## src/rtl/regfile_write_queue_pkg.sv

```systemverilog
// Shared register-file parameters for the regfile write queue and its bypass search.
package regfile_write_queue_pkg;
    localparam int DEF_DATA_W   = 20;
    localparam int DEF_SEL_W    = 4;
    localparam int DEF_NUM_REGS = 16;
    localparam int DEF_DEPTH    = 4;
endpackage

```

## src/rtl/regfile_write_queue_bypass_match.sv

```systemverilog
// Youngest-match search over the pending write queue for one read select.
module regfile_bypass_match
    import regfile_write_queue_pkg::*;
#(
    parameter int DEPTH  = DEF_DEPTH,
    parameter int DATA_W = DEF_DATA_W,
    parameter int SEL_W  = DEF_SEL_W,
    parameter int PTR_W  = $clog2(DEPTH)
) (
    input  logic [DEPTH-1:0]             valid,
    input  logic [DEPTH-1:0][SEL_W-1:0]  sel,
    input  logic [DEPTH-1:0][DATA_W-1:0] data,
    input  logic [PTR_W-1:0]             head,
    input  logic [SEL_W-1:0]             r_select,
    output logic                         hit,
    output logic [DATA_W-1:0]            hit_data
);
    logic [PTR_W-1:0] idx;

    // Walk oldest to youngest from head so the last match found is the youngest.
    always_comb begin
        hit      = 1'b0;
        hit_data = '0;
        idx      = head;
        for (int i = 0; i < DEPTH; i++) begin
            idx = head + PTR_W'(i);
            if (valid[idx] && (sel[idx] == r_select)) begin
                hit      = 1'b1;
                hit_data = data[idx];
            end
        end
    end
endmodule

```

## src/rtl/regfile_write_queue.sv

```systemverilog
// Writer-side FIFO for register_file: drains one result per cycle and forwards pending values.
module regfile_write_queue
    import regfile_write_queue_pkg::*;
#(
    parameter int DEPTH  = DEF_DEPTH,
    parameter int DATA_W = DEF_DATA_W,
    parameter int SEL_W  = DEF_SEL_W,
    parameter int PTR_W  = $clog2(DEPTH),
    parameter int CNT_W  = $clog2(DEPTH) + 1
) (
    input  logic              clk,
    input  logic              rst,
    input  logic              in_valid,
    output logic              in_ready,
    input  logic [DATA_W-1:0] in_data,
    input  logic [SEL_W-1:0]  in_sel,
    input  logic              drain_en,
    output logic [DATA_W-1:0] rf_write,
    output logic [SEL_W-1:0]  rf_w_select,
    output logic              rf_w,
    input  logic [SEL_W-1:0]  r1_select,
    input  logic [SEL_W-1:0]  r2_select,
    output logic              r1_hit,
    output logic [DATA_W-1:0] r1_data,
    output logic              r2_hit,
    output logic [DATA_W-1:0] r2_data,
    output logic [CNT_W-1:0]  count
);
    logic [DEPTH-1:0][DATA_W-1:0] data_q, data_d;
    logic [DEPTH-1:0][SEL_W-1:0]  sel_q, sel_d;
    logic [DEPTH-1:0]             valid_q, valid_d;
    logic [PTR_W-1:0]             head_q, head_d;
    logic [PTR_W-1:0]             tail_q, tail_d;
    logic [CNT_W-1:0]             count_q, count_d;
    logic                         push, pop, not_empty;

    // Pop clears the head slot before push sets the tail, so a full push+pop reuses the slot.
    always_comb begin
        not_empty   = (count_q != '0);
        rf_w        = not_empty & drain_en;
        pop         = rf_w;
        in_ready    = (count_q < CNT_W'(DEPTH)) | rf_w;
        push        = in_valid & in_ready;
        rf_write    = not_empty ? data_q[head_q] : '0;
        rf_w_select = not_empty ? sel_q[head_q]  : '0;
        count       = count_q;

        data_d  = data_q;
        sel_d   = sel_q;
        valid_d = valid_q;
        head_d  = head_q;
        tail_d  = tail_q;
        count_d = count_q;
        if (pop) begin
            valid_d[head_q] = 1'b0;
            head_d          = head_q + 1'b1;
        end
        if (push) begin
            data_d[tail_q]  = in_data;
            sel_d[tail_q]   = in_sel;
            valid_d[tail_q] = 1'b1;
            tail_d          = tail_q + 1'b1;
        end
        case ({push, pop})
            2'b10:   count_d = count_q + 1'b1;
            2'b01:   count_d = count_q - 1'b1;
            default: count_d = count_q;
        endcase
    end

    always_ff @(posedge clk or posedge rst) begin
        if (rst) begin
            data_q  <= '0;
            sel_q   <= '0;
            valid_q <= '0;
            head_q  <= '0;
            tail_q  <= '0;
            count_q <= '0;
        end else begin
            data_q  <= data_d;
            sel_q   <= sel_d;
            valid_q <= valid_d;
            head_q  <= head_d;
            tail_q  <= tail_d;
            count_q <= count_d;
        end
    end

    regfile_bypass_match #(
        .DEPTH(DEPTH), .DATA_W(DATA_W), .SEL_W(SEL_W), .PTR_W(PTR_W)
    ) u_match_r1 (
        .valid(valid_q), .sel(sel_q), .data(data_q), .head(head_q),
        .r_select(r1_select), .hit(r1_hit), .hit_data(r1_data)
    );

    regfile_bypass_match #(
        .DEPTH(DEPTH), .DATA_W(DATA_W), .SEL_W(SEL_W), .PTR_W(PTR_W)
    ) u_match_r2 (
        .valid(valid_q), .sel(sel_q), .data(data_q), .head(head_q),
        .r_select(r2_select), .hit(r2_hit), .hit_data(r2_data)
    );
endmodule
```

## config.mk

```make
export PLATFORM = sky130hd
export DESIGN_NAME = regfile_write_queue
export DESIGN_NICKNAME = d
export VERILOG_FILES = /design/src/rtl/regfile_write_queue_pkg.sv /design/src/rtl/regfile_write_queue_bypass_match.sv /design/src/rtl/regfile_write_queue.sv
export SDC_FILE = /design/constraint.sdc
export NUM_CORES = 1
export LEC_CHECK = 0
export CORE_UTILIZATION = 45
export DETAILED_ROUTE_END_ITERATION = 8
export PLACE_DENSITY = 0.65
export SETUP_SLACK_MARGIN = 0.4
export SKIP_CTS_REPAIR_TIMING = 1
export SYNTH_ARGS = -nofsm -noshare
export SYNTH_HDL_FRONTEND = slang
export SYNTH_HIERARCHICAL = 1
export SYNTH_SLANG_ARGS = --single-unit
export TNS_END_PERCENT = 100
```

## constraint.sdc

```tcl
create_clock -name clk -period 9.4 [get_ports clk]
set_clock_uncertainty 0.2 [all_clocks]
set_input_delay 2.35 -clock clk [delete_from_list [all_inputs] [get_ports clk]]
set_output_delay 2.35 -clock clk [all_outputs]
set_load 0.01 [all_outputs]
```

# ---- Yosys cells after proc, flatten, opt, wreduce, memory -nomap -nowiden
# Index checks and enable logic that the tools add are counted.
dict set report op_classes {
  bitwise 6
  n_lt_le_gt_ge 8
  mul 0
  n_div 0
  mux 55
  n_reduce_logical 12
  shifts 0
  add_sub_neg 6
  n_eq_ne 10
}
# cell count
set ops {}
lappend ops {{two-way mux 20 bit} 14}
lappend ops {{binary-select mux 20 bit (select 2 bit)} 4}
lappend ops {{bitwise mux 80 bit} 1}
lappend ops {{demux 20 bit (select 2 bit)} 1}
lappend ops {{binary-select mux 4 bit (select 2 bit)} 4}
lappend ops {{equality test 4 bit} 8}
lappend ops {{two-way mux 4 bit} 8}
lappend ops {{bitwise mux 16 bit} 1}
lappend ops {{less-than comparator 2 x 3 -> 1 bit, second input constant} 5}
lappend ops {{two-way mux 1 bit} 14}
lappend ops {{logical AND 1 bit} 10}
lappend ops {{binary-select mux 1 bit (select 2 bit)} 4}
lappend ops {{demux 4 bit (select 2 bit)} 1}
lappend ops {{case mux 3 bit (2 select lines)} 1}
lappend ops {{adder 2 x 1 -> 2 bit, second input constant} 2}
lappend ops {{adder 2 bit, second input constant} 2}
lappend ops {{AND 4 bit} 1}
lappend ops {{demux 1 bit (select 2 bit)} 2}
lappend ops {{>= comparator 2 x 1 -> 1 bit, second input constant} 2}
lappend ops {{inverter 4 bit} 1}
lappend ops {{OR 4 bit} 1}
lappend ops {{adder 3 x 1 -> 3 bit, second input constant} 1}
lappend ops {{less-than comparator 3 bit, second input constant} 1}
lappend ops {{nonzero test 3 bit} 1}
lappend ops {{other kinds (6)} 7}
dict set report word_totals {
  ramBits 0
  romBits 0
  elab_cells 109
  out_inout_bits 71
  latchBits 0
  in_bits 36
  memories 0
  register_bits 107
}

# ---- Logic depth before layout (Yosys ltp)
dict set report depth {
  ltp_word 9
  depth_mapped 11
  ltp_nobuf 7
}

# ---- Hierarchy
# Netlist, hierarchy kept.
# mod cells_per_inst area_each_um2 n_inst
set modules_own_cells {}
lappend modules_own_cells {regfile_bypass_match 447 3407.0 2}
lappend modules_own_cells {regfile_write_queue 315 5307.6 1}

# ---- Least setup slack after synthesis
# No wires, ideal clock.
dict set report synth_path {
  path_type {input-to-output}
  from {input port r1_select[2]}
  to {output port r1_data[18]}
  required_time_ns 6.850
  slack_ns 2.773
  arrival_ns 4.077
  stages 8
  cell_sequence {clkbuf_1 -> xor2_1 -> o32ai_1 -> a22oi_1 -> a211oi_4 -> buf_4 -> a21oi_1 -> o31ai_1}
}
dict set report synth_via {
  elab_chain_len 6
  elab_cells_between_ends 12
  cone_classes {eq/ne: 4; mux: 4; reduce/logical: 4}
}
# item line
set synth_rtl {}
lappend synth_rtl {{start, declared} regfile_write_queue.sv:21} ;# input logic [SEL_W-1:0] r1_select,
lappend synth_rtl {{equality test 4 bit} regfile_write_queue_bypass_match.sv:27} ;# if (valid[idx] && (sel[idx] == r_select)) begin
lappend synth_rtl {{logical AND 1 bit} regfile_write_queue_bypass_match.sv:27}
lappend synth_rtl {{two-way mux 20 bit (3 in a row)} regfile_write_queue_bypass_match.sv:27}
lappend synth_rtl {{two-way mux 20 bit (*)} regfile_write_queue_bypass_match.sv:27}
lappend synth_rtl {{end, declared} regfile_write_queue.sv:24} ;# output logic [DATA_W-1:0] r1_data,
# Mark *: on every way between the ends. The rest lies on a longest branch, timed or not.

# ---- Final worst setup path
dict set report layout_path {
  from {input port r1_select[3]}
  to {output port r1_data[6]}
}
# Same word-level chain as after synthesis.

==> results by group <==
Synthesis
  • Mapped Nets: 1255
  • Post-synthesis xor/xnor area fraction: 3.25%
  • Synth cell types: 39
  • Post-synthesis mux area share: 48.2%
  • EDFF count, synth: 0
  • Post-synthesis simple-gate area fraction: 8.29%
  • Post-Syn Area: 0.0121 mm²
  • Share of flip-flops with an asynchronous set or reset: 100%
  • Mapped Avg Cell Area: 10.0 µm²
  • Adder-cell share of the synthesized area: 1.09%
  • Flops & latches, synth: 107
  • Combinational family with the most area after synthesis: multiplexers
  • Cells after Synth: 1209
  • Main flop type after synthesis: dfrtp_1
  • Ys Warns: 6
  • Complex-gate fraction of the synthesized area: 10.7%
  • Sequential share of the synthesized area: 22.1%

Setup path
  • Reg2Reg Depth: 4
  • R2r setup slk: 6.42 ns
  • Largest fanout on the critical path: 21
  • RR Endpoint: head_q[1]$_DFFE_PP0P_
  • R2R Path Start: head_q[0]$_DFFE_PP0P_
  • Required @ worst endpoint: 6.85 ns
  • CP startpoint kind: primary input
  • CP endpoint kind: output port
  • Critical path class: primary input to output port
  • WP data arrival: 5.90 ns

Clock tree
  • Root Buffer: clkbuf_16
  • Total clock sinks: 107
  • CTS tree: done
  • Clock Latency Late Sink: 0.36 ns
  • Clock tree buffer depth: 2
  • Reg clk slew, reported paths: 0.08 ns
  • CTS H-tree depth: 3
  • TritonCTS Buffers: 9

STA
  • Minimum clock period after layout: 8.45 ns
  • Fmax achieved: 118 MHz
  • Slew margin rel.: 19.0%
  • Final period util: 89.9%
  • Endpoints failing hold: 0
  • Final setup violation count: 0
  • RSZ-0062 raised after global routing: no
  • Slew Limit Fails: 0
  • TNS Setup: 0 ns
  • Worst slew pin tran: 1.21 ns

Flow run
  • Max Cap Viol: 0

Floorplan
  • Rows: 59
  • Die X: 166 µm
  • Total die area: 0.0276 mm²
  • Initial Utilization: 46.3%
  • IO Pins: 107
  • CORE AREA: 0.0262 mm²
  • Die Y: 166 µm

Min path
  • Hold depth: 1
  • Hold WC Path Type: flop to flop
  • Hold Startpoint: tail_q[0]$_DFFE_PP0P_
  • Hold Path Sink: tail_q[0]$_DFFE_PP0P_

Routing
  • Via density: 6.24
  • DRT Pass-1 Iters: 7
  • DRT iter0 DRCs: 680
  • Residual DRC: 6
  • ANT nets after route: 0
  • Vias: 9804
  • Routed length per placed instance: 21.5 µm
  • WL final: 33800 µm

Final layout
  • Area growth syn-to-layout: 10.7%
  • Most common cell after layout, fill and taps aside: mux2i_1
  • NumNets Final: 1277
  • Design area: 0.0134 mm²
  • Ant. Diodes: 0
  • Most frequent cells in the layout: mux2i_1, clkdlybuf4s50_1, dfrtp_1
  • Layout cell share with drive strength beyond 1: 19.0%

Power
  • Power density cells: 439 mW/mm²
  • Lkg Pwr: 5.96 nW
  • Final Total Pwr: 5.90 mW
  • Maximum VDD drop: 0.201 mV

Placement
  • Placed inst area: 0.0131 mm²
  • Gpl congestion: 0.799
  • Port bufs: 106
  • Post-DP HPWL: 20800 µm

Global routing
  • Vias in the first global route: 9545
  • Antenna violations before repair: 0
  • Total grt overflow: 0
  • Largest net degree at the start of global routing: 88
  • Total GRT Usage: 24.3%
  • First-pass GRT wire length: 53000 µm

Status
  • Outcome: finished with violations
  • Failing checks: design-rule violations
[synthesized netlist by cell type, types with 3 or more instances]
cell type	instances	area share (%)
nor2_1	49	1.5
buf_4	8	0.50
o31ai_1	40	2.5
clkbuf_1	49	1.5
and2b_1	14	0.87
o32ai_1	4	0.29
buf_6	20	1.9
nand3_1	6	0.25
xor2_1	29	2.1
inv_1	13	0.40
or3_1	4	0.21
xnor2_1	16	1.2
dfrtp_1	107	22
mux2_2	67	6.2
a22oi_1	6	0.37
a21oi_1	80	3.3
ha_1	9	0.93
mux2_4	76	9.4
nor2b_1	14	0.72
buf_2	36	1.5
o21ai_0	84	3.5
nand2b_1	3	0.15
mux2i_1	324	27
nand2_1	57	1.8
nand3_4	4	0.58
mux4_2	29	5.4
nor4_1	40	2.1
[report_power, final]
part	switching (mW)	leakage (nW)	total [mW]	internal (mW)
clock network	0.201	0.140	0.388	0.187
registers	0.508	1.27	1.21	0.698
logic	2.20	4.55	4.30	2.10
total	2.91	5.96	5.90	2.99
[sequential cells by signal, summed over array words and instances, names as in the netlist]
name,flops
tail_q,2
count,3
head_q,2
valid_q,4
data_q,80
sel_q,16
[cell type report]
cell class / count / area [µm²]
Timing Repair Buffer: 130 / 1240
Inverter: 13 / 51.3
Clock inverter: 6 / 55.1
Multi-Input combinational cell: 970 / 8740
Clock buffer: 10 / 229
Sequential cell: 107 / 2690
Fill cell: 2385 / 12800
Tap cell: 335 / 419
[worst max path at each step]
stage                  end  slack (ns)  cells after the start    startpoint
6_report        r1_data[6]        0.95                     10  r1_select[3]
4_1_cts        r2_data[18]        1.04                      9  r2_select[2]
3_5_place_dp   r2_data[18]        1.05                      9  r2_select[2]
2_1_floorplan  r1_data[18]        2.77                      8  r1_select[2]
3_3_place_gp   r2_data[18]        1.05                      9  r2_select[2]
5_1_grt        r2_data[18]        0.81                      9  r2_select[2]
[cells by family after synthesis]
logic type / count (synthesis)
muxes: 499
DFF: 107
buffers and inverters: 132
AOI/OAI and AO/OA: 222
and+or+nand+nor: 194
xor gates and xnor gates: 45
adders and majority gates: 10
[through the flow]
stage          hold slack, ns  worst slack [ns]  instances  utilization (%)
3_3_place_gp            0.324              1.05       1555             50.1
6_report                0.343             0.946       1571             51.2
2_1_floorplan           0.298              2.77       1209                -
5_1_grt                 0.372             0.807       1571             51.2
3_5_place_dp            0.336              1.05       1555             50.1
4_1_cts                 0.351              1.04       1571             51.2
[routing by layer]
layer	up-vias	global-route usage (%)	routed length, µm	part of all wire, %
met1	4824	32.8	15100	45
met2	353	39.1	15600	46
met3	92	2.74	1900	5.6
met4	0	11.2	1180	3.5
li1	4535	-	-	-
met5	-	0	0	0
[worst max-delay path: stages]
cell	delay [ns]
clkdlybuf4s50_1	0.55
nor2b_1	0.22
mux2_2	0.30
o21ai_1	0.15
or4_1	0.15
buf_4	0.43
o31ai_4	0.37
buf_4	0.29
o31ai_1	0.45
clkdlybuf4s50_1	0.63
Note: power is estimated with default switching activity, not from simulation.
